File: src/rtl/rx_link_sync_ctrl.sv
// rtl/rx_link_sync_ctrl.sv - receive-side comma-based link synchronisation controller
//
// Purpose:
//   Sits on the byte stream of the phy_rx deserializer. Counts consecutive
//   comma bytes to bring the lane up, strips commas/idles, forwards data
//   bytes, tolerates isolated code errors through a CHECK state and drops
//   the link (pulsing resync) on repeated errors or a strobe timeout.
//
// Ports:
//   i_clk_4f       in   1  byte-rate clock, rising edge
//   i_reset        in   1  asynchronous active-high reset
//   i_rx_byte      in   8  deserialized byte, qualified by i_rx_strobe
//   i_rx_strobe    in   1  one-cycle byte-present qualifier
//   i_rx_code_err  in   1  code violation on the current byte
//   o_data_out     out  8  last forwarded data byte
//   o_valid_out    out  1  o_data_out carries a new data byte this cycle
//   o_active       out  1  link synchronised (SYNC or CHECK)
//   o_resync       out  1  one-cycle pulse: restart comma alignment
//   o_link_state   out  2  00 LOSS, 01 ACQ, 10 SYNC, 11 CHECK
//   o_drop_count   out  8  SYNC/CHECK -> LOSS drops, saturating at 255

module rx_link_sync_ctrl #(
   parameter logic [7:0] COMMA_BYTE  = 8'hBC,
   parameter int         COMMA_N     = 4,
   parameter int         ERR_N       = 3,
   parameter int         GOOD_N      = 4,
   parameter int         TIMEOUT_CYC = 16
) (
   input  logic       i_clk_4f,
   input  logic       i_reset,
   input  logic [7:0] i_rx_byte,
   input  logic       i_rx_strobe,
   input  logic       i_rx_code_err,
   output logic [7:0] o_data_out,
   output logic       o_valid_out,
   output logic       o_active,
   output logic       o_resync,
   output logic [1:0] o_link_state,
   output logic [7:0] o_drop_count
);

   localparam logic [1:0] ST_LOSS  = 2'b00;
   localparam logic [1:0] ST_ACQ   = 2'b01;
   localparam logic [1:0] ST_SYNC  = 2'b10;
   localparam logic [1:0] ST_CHECK = 2'b11;

   localparam logic [3:0] L_COMMA_N = 4'(COMMA_N);
   localparam logic [3:0] L_ERR_N   = 4'(ERR_N);
   localparam logic [3:0] L_GOOD_N  = 4'(GOOD_N);
   localparam logic [7:0] L_TIMEOUT = 8'(TIMEOUT_CYC);

   // state and registered outputs
   logic [1:0] r_state;
   logic [7:0] r_data_out;
   logic       r_valid_out;
   logic       r_active;
   logic       r_resync;
   logic [7:0] r_drop_count;

   // bring-up / error tracking counters
   logic [3:0] r_comma_cnt;
   logic [3:0] r_err_cnt;
   logic [3:0] r_good_cnt;
   logic [7:0] r_timer;

   // byte classification; a code error overrides a comma match
   logic       w_is_err;
   logic       w_is_comma;
   logic       w_is_data;
   logic       w_link_up;
   logic       w_timeout;
   logic [3:0] w_comma_inc;
   logic [3:0] w_err_inc;
   logic [3:0] w_good_inc;
   logic [7:0] w_timer_inc;

   logic [1:0] w_next_state;
   logic [7:0] w_data_nxt;
   logic       w_valid_nxt;
   logic       w_active_nxt;
   logic       w_resync_nxt;
   logic [7:0] w_drop_nxt;
   logic [3:0] w_comma_nxt;
   logic [3:0] w_err_nxt;
   logic [3:0] w_good_nxt;
   logic [7:0] w_timer_nxt;

   assign w_is_err    = i_rx_strobe &  i_rx_code_err;
   assign w_is_comma  = i_rx_strobe & ~i_rx_code_err & (i_rx_byte == COMMA_BYTE);
   assign w_is_data   = i_rx_strobe & ~i_rx_code_err & (i_rx_byte != COMMA_BYTE);
   assign w_link_up   = (r_state == ST_SYNC) || (r_state == ST_CHECK);
   assign w_comma_inc = r_comma_cnt + 4'd1;
   assign w_err_inc   = r_err_cnt + 4'd1;
   assign w_good_inc  = r_good_cnt + 4'd1;
   assign w_timer_inc = r_timer + 8'd1;

   // A strobe always clears the timer, so a timeout can only fire on a
   // strobe-free cycle and never coincides with a byte event.
   assign w_timeout = (r_state != ST_LOSS) && !i_rx_strobe && (w_timer_inc == L_TIMEOUT);

   // state register
   always_ff @(posedge i_clk_4f or posedge i_reset) begin
      if (i_reset) begin
         r_state <= ST_LOSS;
      end else begin
         r_state <= w_next_state;
      end
   end

   // next-state logic
   always_comb begin
      w_next_state = r_state;
      case (r_state)
         ST_LOSS: begin
            if (w_is_comma) begin
               w_next_state = (COMMA_N == 1) ? ST_SYNC : ST_ACQ;
            end
         end
         ST_ACQ: begin
            if (w_timeout || w_is_data || w_is_err) begin
               w_next_state = ST_LOSS;
            end else if (w_is_comma && (w_comma_inc == L_COMMA_N)) begin
               w_next_state = ST_SYNC;
            end
         end
         ST_SYNC: begin
            if (w_timeout) begin
               w_next_state = ST_LOSS;
            end else if (w_is_err) begin
               w_next_state = (ERR_N == 1) ? ST_LOSS : ST_CHECK;
            end
         end
         default: begin  // ST_CHECK
            if (w_timeout) begin
               w_next_state = ST_LOSS;
            end else if (w_is_err) begin
               if (w_err_inc == L_ERR_N) begin
                  w_next_state = ST_LOSS;
               end
            end else if ((w_is_comma || w_is_data) && (w_good_inc == L_GOOD_N)) begin
               w_next_state = ST_SYNC;
            end
         end
      endcase
   end

   // output / counter next-value logic
   always_comb begin
      w_valid_nxt  = 1'b0;
      w_data_nxt   = r_data_out;
      w_active_nxt = (w_next_state == ST_SYNC) || (w_next_state == ST_CHECK);
      // Any exit to LOSS from a non-LOSS state restarts alignment. LOSS is
      // always occupied for at least a cycle, so pulses cannot be adjacent.
      w_resync_nxt = (r_state != ST_LOSS) && (w_next_state == ST_LOSS);
      w_drop_nxt   = r_drop_count;
      w_comma_nxt  = 4'd0;
      w_err_nxt    = 4'd0;
      w_good_nxt   = 4'd0;
      w_timer_nxt  = 8'd0;

      if (w_link_up && w_is_data) begin
         w_valid_nxt = 1'b1;
         w_data_nxt  = i_rx_byte;
      end

      // only a link that was actually up counts as a drop
      if (w_link_up && (w_next_state == ST_LOSS) && (r_drop_count != 8'hFF)) begin
         w_drop_nxt = r_drop_count + 8'd1;
      end

      if (w_next_state == ST_ACQ) begin
         if (r_state == ST_ACQ) begin
            w_comma_nxt = w_is_comma ? w_comma_inc : r_comma_cnt;
         end else begin
            w_comma_nxt = 4'd1;
         end
      end

      if (w_next_state == ST_CHECK) begin
         if (r_state == ST_SYNC) begin
            w_err_nxt  = 4'd1;
            w_good_nxt = 4'd0;
         end else if (w_is_err) begin
            w_err_nxt  = w_err_inc;
            w_good_nxt = 4'd0;
         end else if (w_is_comma || w_is_data) begin
            w_err_nxt  = r_err_cnt;
            w_good_nxt = w_good_inc;
         end else begin
            w_err_nxt  = r_err_cnt;
            w_good_nxt = r_good_cnt;
         end
      end

      // timer runs only while out of LOSS and between strobes
      if ((w_next_state != ST_LOSS) && !i_rx_strobe) begin
         w_timer_nxt = w_timer_inc;
      end
   end

   // registered outputs and counters
   always_ff @(posedge i_clk_4f or posedge i_reset) begin
      if (i_reset) begin
         r_data_out   <= 8'd0;
         r_valid_out  <= 1'b0;
         r_active     <= 1'b0;
         r_resync     <= 1'b0;
         r_drop_count <= 8'd0;
         r_comma_cnt  <= 4'd0;
         r_err_cnt    <= 4'd0;
         r_good_cnt   <= 4'd0;
         r_timer      <= 8'd0;
      end else begin
         r_data_out   <= w_data_nxt;
         r_valid_out  <= w_valid_nxt;
         r_active     <= w_active_nxt;
         r_resync     <= w_resync_nxt;
         r_drop_count <= w_drop_nxt;
         r_comma_cnt  <= w_comma_nxt;
         r_err_cnt    <= w_err_nxt;
         r_good_cnt   <= w_good_nxt;
         r_timer      <= w_timer_nxt;
      end
   end

   assign o_data_out   = r_data_out;
   assign o_valid_out  = r_valid_out;
   assign o_active     = r_active;
   assign o_resync     = r_resync;
   assign o_link_state = r_state;
   assign o_drop_count = r_drop_count;

endmodule

File: config.mk
export PLATFORM = sky130hd
export DESIGN_NAME = rx_link_sync_ctrl
export DESIGN_NICKNAME = d
export VERILOG_FILES = /design/src/rtl/rx_link_sync_ctrl.sv
export SDC_FILE = /design/constraint.sdc
export NUM_CORES = 1
export LEC_CHECK = 0
export ABC_AREA = 1
export CAP_MARGIN = 40
export CORE_AREA = 2 2 69 71
export CTS_BUF_LIST = sky130_fd_sc_hd__clkbuf_4
export CTS_CLUSTER_SIZE = 16
export DETAILED_ROUTE_END_ITERATION = 6
export DIE_AREA = 0 0 71 73
export DONT_BUFFER_PORTS = 1
export PLACE_DENSITY = 0.67
export SLEW_MARGIN = 10
export SYNTH_ARGS = -nofsm -noshare
export SYNTH_HDL_FRONTEND = slang
export SYNTH_SLANG_ARGS = --single-unit
export TNS_END_PERCENT = 50
File: constraint.sdc
create_clock -name i_clk_4f -period 3.8 [get_ports i_clk_4f]
set_input_delay 1.14 -clock i_clk_4f [delete_from_list [all_inputs] [get_ports i_clk_4f]]
set_output_delay 1.14 -clock i_clk_4f [all_outputs]
set_load 0.02 [all_outputs]
* After elaboration in Yosys (flattened, before gate mapping)
Index checks and enable logic that the tools add are counted.
Widths: inputs -> output; s select.
** Storage, ports and cells
- Flip-flop bits (word level) :: 41
- Output and inout port bits :: 21
- Input bits :: 12
- Word-level logic and storage cells :: 77
** Cells by class
- Equal/unequal tests :: 16
- Reduce and logical (&&, ||, !) cells :: 19
- Mux-type cells :: 22
- Add/subtract/negate cells :: 5
- Bitwise logic cells :: 5
** Operator list (count)
- $mux 4 :: 10
- $mux 2 :: 9
- $add 8x1->8 const B :: 2
- $ne 8x8->1 const B :: 2
- $add 4x1->4 const B :: 3
- $logic_and 1x1->1 :: 9
- $eq 2x2->1 const B :: 4
- $eq 4x3->1 const B :: 2
- $eq 8x5->1 const B :: 1
- $eq 8x8->1 const B :: 1
- $mux 8 :: 1
- $pmux 2 s3 :: 1
- $logic_or 1x1->1 :: 5
- $and 1x1->1 :: 4
- $eq 2x1->1 const B :: 2
- $eq 4x2->1 const B :: 1
- $logic_not 2->1 :: 2
- $ne 4x3->1 const B :: 1
- $reduce_bool 2->1 :: 2
- $ne 3x2->1 const B :: 1
- $ne 3x3->1 const B :: 1
- $logic_not 1->1 :: 1
- $mux 1 :: 1
- $not 1->1 :: 1

* Longest topological paths before layout
- Depth after elaboration :: 12
- Gate-level depth with buffers :: 13
- Gate-level depth less buffers :: 13

* Worst setup path after synthesis
No wires, ideal clock.
- Path type :: input port to flip-flop
- From :: input port i_rx_byte[3]
- To :: register r_drop_count[6], in the netlist o_drop_count[6]
- Path slack :: 1.369 ns
- Library setup time :: 0.118 ns
- Path buffers :: 0
- Arrival time :: 2.313 ns
- Stages on the path :: 11
- Required time :: 3.682 ns
- Path through :: inv_1 nor3_1 nand3_1 nor2_1 nor2_1 nand3_2 nand3_4 nor2_8 nand2_4 nand2_1 nand2_1
** On the way
- Cells in the longest elaborated chain, start to end :: 11
- Elaborated cells on any way between the ends :: 19
- Those cells by class :: eq/ne (2); mux (7); bitwise (2); reduce/logical (8)
** Ends and longest elaborated chain
- from (decl) :: RTL line 31 : input logic [7:0] i_rx_byte,
- $eq 8x8->1 or $ne 8x8->1 (tied branches) :: RTL line 89, 90
- $and 1x1->1, on equally long branches :: RTL line 89, 90
- $logic_or 1x1->1 :: RTL line 140 : end else if ((w_is_comma || w_is_data) && (w_good_inc == L_GOOD_N)) begin
- $logic_and 1x1->1 :: RTL line 140
- $mux 2 :: RTL line 140
- $mux 2 :: RTL line 136 : end else if (w_is_err) begin
- $mux 2 :: RTL line 134 : if (w_timeout) begin
- $pmux 2 s3 * :: RTL line 113 : case (r_state)
- net w_next_state[0] :: RTL line 77 : logic [1:0] w_next_state;
- $logic_not 2->1 * :: RTL line 167 : if (w_link_up && (w_next_state == ST_LOSS) && (r_drop_count != 8'hFF)) begin
- $logic_and 1x1->1 * (2 in series) :: RTL line 167
- to (signal assigned) :: RTL line 218 : r_drop_count <= w_drop_nxt;
- to (decl) :: RTL line 58 : logic [7:0] r_drop_count;
The timed path passes the listed nets; every way through them passes the cells marked *.
A chain may end at the register's enable or synchronous reset.

* Final worst setup path
- From :: input port i_rx_byte[3]
- To :: register r_drop_count[5], in the netlist o_drop_count[5]
The elaborated chain is that of the path after synthesis.

==> results.yml <==
synth:
  synth_top_family_by_area: "simple AND/OR/NAND/NOR gates"
  synthAdderAreaFrac: 0.0354
  synthSimpleGateAreaFrac: 0.301
  synthesis.nets: 261
  synth-seq-cells: 41
  yosysTopAreaCell: "dfrtp_1"
  synth-async-reset-ratio: 1.00
  seq_area_frac_synth: 0.483
  synth_compound_gate_area_share: 0.0572
  synth_edf_count: 0
  synth_top_area_share: 0.483
  netlist_instances: 243
  syn_avg_cell_area_sq_um: 8.73
  synth.area.top_cells: "dfrtp_1 48%, nand2_1 11%, nor2_1 5.5%"
  synthDistinctLibCells: 32
  syn-cell-area_sq_mm: 0.00212
  synth.mux.area_fraction: 0.0265
  synth-xor-area-share: 0.0495
  ys_warn_count: 0
  ys.flop_type: "dfrtp_1"
route:
  drt-initial-drc-count: 108
  drc: 0
  wl_met1_mm: 1.81
  vias_per_cell: 5.24
  top_layer: "met4"
  antenna_left: 0
  drt_wl_total_mm: 3.86
  routedWlPerCell_microns: 12.7
  vias: 1598
  drt_pass1_iterations: 4
  wl_met2_mm: 1.73
  met3WireLength_microns: 234
critical_path:
  cp-startpoint: "i_rx_byte[3]"
  worstSetupPathType: "in2reg"
  cp-start-kind: "primary input"
  crit_arrival_ns: 2.54
  crit_path_end: "o_drop_count[5]"
  r2r_slack_ns: 1.63
  cp.required_ns: 4.05
  crit_path_cell_trace: "inv_1, nor3_1, nand3_1, nor2_1, nor2_1, nand3_2, nand3_4, nor2_8, nand2_4, nand2_1, nand2_1"
  cp_max_fo: 9
  cp-end-kind: "flip-flop"
  crit_slowest_cell: "nor3_1"
  reg2reg_depth: 12
  reg2reg_to: "o_drop_count[5]"
  reg2reg_from: "r_timer[0]"
  cpPeakStageDelay_ns: 0.22
final_layout:
  final_cell_count_no_fill: 305
  drive_gt1_frac: 0.116
  n_fill_cell: 412
  syn_to_final_growth_pct: 7.02
  num_antenna_cells: 0
  layout_common_cells: "63 x nand2_1, 41 x dfrtp_1, 31 x nor2_1"
  final_common_cell: "nand2_1"
  final_nets: 268
global_routing:
  grtUsageTotal: 0.165
  grt_max_degree: 42
  grt_pass1_vias: 1458
  grt_pass1_wl_mm: 6.63
  antenna_found_initial: 0
  grt-ovfl-total: 0
outcome:
  outcome: "complete, no violations"
clock_network:
  htreeDepth: 2
  cts_tree: "yes"
  clk_latency_ns: 0.36
  post_cts_buffers: 0
  cts_buffers: 5
  path_clk_slew_ns: 0.12
  clock-sinks: 41
  cts_resized: 0
  hold_buffers: 0
  cts-root-buf: "clkbuf_4"
  ctsLongestPathBuffers: 2
sta:
  worst_pin_slew_ns: 0.749
  fmax_mhz: 437
  slew_headroom: 0.499
  min_period_over_period: 0.602
  finalHoldViolCount: 0
  clock_skew_ns: 0.00860
  tns_ns: 0
  final.min_clock_period_ns: 2.29
  drv_slew: 0
  fin_worst_hold_slack_ns: 0.514
  rsz0062_at_grt: "no"
  setup_viol_count_final: 0
placed_design:
  dp_cells: 297
  place.gp.congestion: 0.860
  io_buffers: 0
  dpl.hpwl_mm: 2.90
power:
  irDropWorstVdd_uv: 138
  static-leakage-power_nw: 1.05
  p_per_area_mw_per_mm2: 329
die:
  die_width_microns: 71
  initial_core_util: 0.468
  die_area_sq_mm: 0.00518
  io_pins: 33
  core_sq_mm: 0.00454
  die_h_microns: 73
  row_count: 25
flow_run:
  cap_violations: 0
worst_hold_path:
  hp-class: "reg2reg"
==> cell families after synthesis <==
logic type | after synthesis
multiplexers | 5
flip-flops | 41
XOR/XNOR | 12
adder cells (fa/ha/maj) | 6
AO/OA/AOI/OAI | 17
buffers and inverters | 26
AND/OR/NAND/NOR | 136
==> Yosys cell counts (all sizes together), types with 2 or more instances <==
cell    instances
xor2            6
nand4           5
ha              6
a31oi           2
nand2          66
a21oi           2
o21a            3
nor2           35
nand3b          2
o21ai           7
nand3          23
nor3            2
inv            25
xnor2           6
a211oi          2
dfrtp          41
mux2            5
==> worst min path at each step <==
stage	start	end	slack, ns	depth (start not counted)
floorplan	r_timer[0]	r_timer[0]	0.47	1
global placement	r_timer[0]	r_timer[0]	0.50	1
detailed placement	r_timer[0]	r_timer[0]	0.50	1
CTS	r_timer[0]	r_timer[0]	0.52	1
global route	r_timer[0]	r_timer[0]	0.54	1
finish	r_timer[0]	r_timer[0]	0.51	1
==> registers in the layout (all words and copies together) (netlist names) <==
register,flops
o_data_out,8
o_valid_out,1
o_active,1
r_comma_cnt,4
o_resync,1
r_err_cnt,4
o_link_state,2
o_drop_count,8
r_timer,8
r_good_cnt,4
==> cell type report <==
type | instances | area [sq um] | share of cell area
sequential | 41 | 1030 | 0.452
multi-input combinational | 176 | 997 | 0.439
inverter | 25 | 93.8 | 0.0413
tap | 54 | 67.6 | 0.0298
clock buffer | 6 | 45.0 | 0.0198
clock inverter | 2 | 33.8 | 0.0149
timing repair buffer | 1 | 7.51 | 0.00331
==> per-layer routing <==
metal | up-vias | GRT usage
li1 | 797 | -
met1 | 749 | 0.214
met2 | 45 | 0.255
met3 | 7 | 0.0401
met4 | 0 | 0.0881
met5 | - | 0
==> through the flow <==
stage           util  total power, mW  instance area [sq um]  worst slack [ns]
4_1_cts        0.501            0.760                   2270              1.51
3_5_place_dp   0.483            0.477                   2190              1.12
5_1_grt        0.501            0.778                   2270              1.28
6_report       0.501            0.746                   2270              1.51
2_1_floorplan      -            0.471                   2120              1.37
3_3_place_gp   0.483            0.477                   2190              1.15
==> power by group <==
group          switching, mW  total [mW]  internal, mW  leakage (nW)
Clock                  0.135       0.279         0.144        0.0433
Combinational         0.0146      0.0202       0.00562         0.442
Sequential           0.00748       0.447         0.440         0.568
Total                  0.157       0.746         0.590          1.05
==> worst max-delay path: cells and delay by family <==
family / cells / cell delay (ns)
buffers and inverters: 1 / 0.03
and+or+nand+nor: 10 / 1.37
Power figures use the tool's default switching activity.
